--- src/rtl/mux_4_pkg.sv ---
// Shared constants for the mux_4 block: default data width and select encodings.
package mux_4_pkg;

  localparam int unsigned DEFAULT_WIDTH = 8;
  localparam int unsigned SEL_WIDTH     = 2;

  typedef logic [SEL_WIDTH-1:0] sel_t;

  localparam sel_t SEL_D0 = 2'b00;
  localparam sel_t SEL_D1 = 2'b01;
  localparam sel_t SEL_D2 = 2'b10;
  localparam sel_t SEL_D3 = 2'b11;

endpackage

--- src/rtl/mux_4_sel.sv ---
// Purely combinational 4:1 selector; bitwise routing only, no arithmetic.
module mux_4_sel
  import mux_4_pkg::*;
#(
  parameter int unsigned WIDTH = DEFAULT_WIDTH
) (
  input  logic [WIDTH-1:0] din_0,
  input  logic [WIDTH-1:0] din_1,
  input  logic [WIDTH-1:0] din_2,
  input  logic [WIDTH-1:0] din_3,
  input  logic [1:0]       sel,
  output logic [WIDTH-1:0] mux_out
);

  // Every sel code maps to an input, so the case is complete by construction.
  always_comb begin
    mux_out = din_0;
    unique case (sel)
      SEL_D0: mux_out = din_0;
      SEL_D1: mux_out = din_1;
      SEL_D2: mux_out = din_2;
      SEL_D3: mux_out = din_3;
    endcase
  end

endmodule

--- src/rtl/mux_4.sv ---
// 4:1 mux with combinational output plus a load-enabled registered copy.
// Optional change-flag output q_chg is enabled by defining MUX_4_CHG_FLAG_EN.
module mux_4
  import mux_4_pkg::*;
#(
  parameter int unsigned WIDTH = DEFAULT_WIDTH
) (
  input  logic             clk,
  input  logic             reset,
  input  logic [WIDTH-1:0] din_0,
  input  logic [WIDTH-1:0] din_1,
  input  logic [WIDTH-1:0] din_2,
  input  logic [WIDTH-1:0] din_3,
  input  logic [1:0]       sel,
  input  logic             load,
  output logic [WIDTH-1:0] mux_out,
  output logic [WIDTH-1:0] q_out,
  output logic [1:0]       q_sel,
  output logic             q_valid
`ifdef MUX_4_CHG_FLAG_EN
  ,
  output logic             q_chg
`endif
);

  mux_4_sel #(
    .WIDTH (WIDTH)
  ) u_sel (
    .din_0   (din_0),
    .din_1   (din_1),
    .din_2   (din_2),
    .din_3   (din_3),
    .sel     (sel),
    .mux_out (mux_out)
  );

  // Capture register: reset dominates load, load=0 holds.
  always_ff @(posedge clk or posedge reset) begin
    if (reset) begin
      q_out   <= '0;
      q_sel   <= SEL_D0;
      q_valid <= 1'b0;
    end else if (load) begin
      q_out   <= mux_out;
      q_sel   <= sel;
      q_valid <= 1'b1;
    end
  end

`ifdef MUX_4_CHG_FLAG_EN
  // One-cycle pulse following a load that altered the held value.
  always_ff @(posedge clk or posedge reset) begin
    if (reset) begin
      q_chg <= 1'b0;
    end else begin
      q_chg <= load && (mux_out != q_out);
    end
  end
`endif

endmodule

--- config.mk ---
export PLATFORM = sky130hd
export DESIGN_NAME = mux_4
export DESIGN_NICKNAME = d
export VERILOG_FILES = /design/src/rtl/mux_4_pkg.sv /design/src/rtl/mux_4_sel.sv /design/src/rtl/mux_4.sv
export SDC_FILE = /design/constraint.sdc
export NUM_CORES = 1
export LEC_CHECK = 0
export CORE_ASPECT_RATIO = 0.8
export CORE_UTILIZATION = 35
export DETAILED_ROUTE_END_ITERATION = 8
export PLACE_DENSITY = 0.84
export SETUP_SLACK_MARGIN = 0.1
export SYNTH_ARGS = -nofsm -noshare
export SYNTH_HDL_FRONTEND = slang
export SYNTH_SLANG_ARGS = --single-unit
--- constraint.sdc ---
create_clock -name clk -period 2.3 [get_ports clk]
set_input_delay 0.345 -clock clk [delete_from_list [all_inputs] [get_ports clk]]
set_output_delay 0.345 -clock clk [all_outputs]
set_load 0.03 [all_outputs]
==> impl_metrics.tcl <==
set metrics [dict create \
    outcome "complete, no violations" \
    cellPowerDensity_mw_per_mm2 501 \
    grt_setup_unrepaired "no" \
    cts_root_buffer "sky130_fd_sc_hd__clkbuf_4" \
    timing.final.crit_share_pct 86.0 \
    die_x_um 52.9 \
    rows 14 \
    ys_types 14 \
    core-area_mm2 0.00191 \
    syn-instance-count 63 \
    cts.repair.resized 0 \
    worst_slew_pin_slew_ps 421 \
    pre_cts_ws_ps 310 \
    report.final.setup_viol 0 \
    end_kind "output port" \
    netSwitchingFraction_pct 33.8 \
    boundaryPins 56 \
    track_usage_pct 22.0 \
    portBuffers 55 \
    grt_overflow 0 \
    post_drt_via_cell_ratio 5.13 \
    starting_density_pct 37.9 \
    regToRegStartpoint "q_valid" \
    highest_layer "met4" \
    combPwrFrac_pct 44.9 \
    switching_power_total_mw 0.218 \
    yosys_register_bits 11 \
    logic_depth_of_the_worst_register_to_register_path 1 \
    synth_seq_area_share_pct 38.0 \
    post_synth.cell_area_avg_um2 11.5 \
    irDropWorstVdd_uv 294 \
    layout_commonest_cell "sky130_fd_sc_hd__clkdlybuf4s50_1" \
    insertion_delay_ps 260 \
    route.met2.wl_um 988 \
    p_leak_nw 0.576 \
    gp_congestion 0.682 \
    max_cap_viol_count 0 \
    overall_die_area_mm2 0.00226 \
    mostFrequentLayoutCells "47 x sky130_fd_sc_hd__clkdlybuf4s50_1, 24 x sky130_fd_sc_hd__mux2i_1, 11 x sky130_fd_sc_hd__dfrtp_1" \
    p_int_mw 0.428 \
    cp_data_required_time_ps 1960 \
    post_synth_instance_area_um2 724 \
    post_route_cells_drive_above_1_share_pct 12.6 \
    hp-class "input port to async pin" \
    cts.path.max_buffers 2 \
    layout_area_growth_over_synthesis_pct 78.1 \
    clkPwrFrac_pct 19.8 \
    post_cts.repair.setup_buffers 0 \
    cts_tree "done" \
    initial_antenna_violation_count 0 \
    floorplan.die.height_um 42.7 \
    vias 733 \
    timing.critical_path.fanout_max 17 \
    worst_ep_arrival_time_ps 1630 \
    first_iter_violations 9 \
    design.final.nets 157 \
    clock_tree.htree_level_count 1 \
    drt_drc_violations_left 0 \
    grt_first_pass_wirelength_um 3450 \
    grt_start_max_net_pins 18 \
    period_minus_slack_ps 1980 \
    achievable-frequency_mhz 506 \
    fillCellCount 156 \
    cp-start-kind "input port" \
    cts-hold-fix-buffers 0 \
    worst_setup_path_startpoint "sel[0]" \
    wl_um 2160 \
    timing.final.ws_setup_ps 323 \
    met3WireLength_um 236 \
    ff2ff_setup_slack_ps 1510 \
    antenna_violating_nets_post_route 0 \
    worst_case_clock_skew_ps 0 \
    timing.setup.critical_path_class "input port to output port" \
    design_power_total_mw 0.646 \
    share_seq_of_total_power_pct 35.3 \
    fin_tns_setup_ps 0 \
    slew_headroom_pct 71.9 \
    final-hold-violation-count 0 \
    synth-warning-count 0 \
    syn_nets 100 \
    first_global_vias 756 \
    cts_inserted_buffers 3 \
    drt-met1-wl_um 911 \
    detail_route.wl_per_cell_um 15.1 \
    cts_sinks 11 \
    path_clk_slew_ps 70 \
    antennaDiodeCount 0 \
    report.final.slew_viol_count 0 \
    drt-pass1-iter-count 4 \
]
==> synthesized netlist by cell type <==
master | count | share of area (%)
sky130_fd_sc_hd__inv_1 | 2 | 1.0
sky130_fd_sc_hd__dfrtp_1 | 11 | 38
sky130_fd_sc_hd__nand2_1 | 1 | 0.52
sky130_fd_sc_hd__buf_4 | 1 | 1.0
sky130_fd_sc_hd__clkbuf_2 | 1 | 0.69
sky130_fd_sc_hd__buf_12 | 1 | 2.8
sky130_fd_sc_hd__mux2_2 | 1 | 1.6
sky130_fd_sc_hd__o21ai_0 | 1 | 0.69
sky130_fd_sc_hd__nand2b_1 | 9 | 7.8
sky130_fd_sc_hd__or2_2 | 1 | 0.86
sky130_fd_sc_hd__buf_2 | 1 | 0.69
sky130_fd_sc_hd__mux2i_1 | 24 | 33
sky130_fd_sc_hd__o221ai_1 | 8 | 9.7
sky130_fd_sc_hd__buf_6 | 1 | 1.6
==> logic make-up after synthesis <==
| kind of cell | count (synthesis) | synth area share (%) |
|---|---|---|
| AO/OA/AOI/OAI | 9 | 10.4 |
| flip-flops | 11 | 38.0 |
| AND/OR/NAND/NOR | 11 | 9.15 |
| buffers and inverters | 7 | 7.77 |
| multiplexers | 25 | 34.7 |
==> path summary, 6_finish.rpt <==
check / to
min in group clk: q_out[1]
max in group asynchronous: q_out[5]
worst min register to register: q_out[1]
worst max register to register: q_valid
worst min-delay path: q_out[7]
worst max-delay path: mux_out[2]
==> stage by stage <==
stage	cells	hold slack (ps)	util (%)	cell area, um2
floorplan	63	197	-	724
global placement	139	469	66.2	1260
detailed placement	139	479	66.2	1260
CTS	143	372	67.6	1290
global route	143	393	67.6	1290
finish	143	370	67.6	1290
==> power groups by stage <==
stage	Clock [mW]	Combinational, mW	Sequential [mW]
after floorplan	0	0.108	0.271
after CTS	0.132	0.293	0.227
after global routing	0.144	0.308	0.230
final	0.128	0.290	0.228
after global placement	0	0.286	0.230
after detailed placement	0	0.292	0.230
==> per-layer routing <==
layer,up-vias,global-route usage [%]
met1,342,26.9
met4,0,7.89
li1,345,-
met3,4,8.24
met5,-,0
met2,42,34.9
==> state kept, by name, indices dropped and copies added, names as in the netlist <==
register,flops
q_out,8
q_sel,2
q_valid,1
==> critical path: stages <==
cell                              delay [ps]
sky130_fd_sc_hd__clkdlybuf4s50_1         500
sky130_fd_sc_hd__buf_12                  180
sky130_fd_sc_hd__mux2i_1                 280
sky130_fd_sc_hd__mux2i_1                 140
sky130_fd_sc_hd__buf_4                   190
==> layout make-up <==
| cell class | count | area (um2) | area share [%] |
|---|---|---|---|
| Multi-Input combinational cell | 45 | 393 | 30.5 |
| Sequential cell | 11 | 275 | 21.3 |
| Clock buffer | 4 | 26.3 | 2.04 |
| Tap cell | 24 | 30.0 | 2.33 |
| Timing Repair Buffer | 57 | 558 | 43.3 |
| Inverter | 2 | 7.51 | 0.582 |
Note: power is estimated with default switching activity, not from simulation.
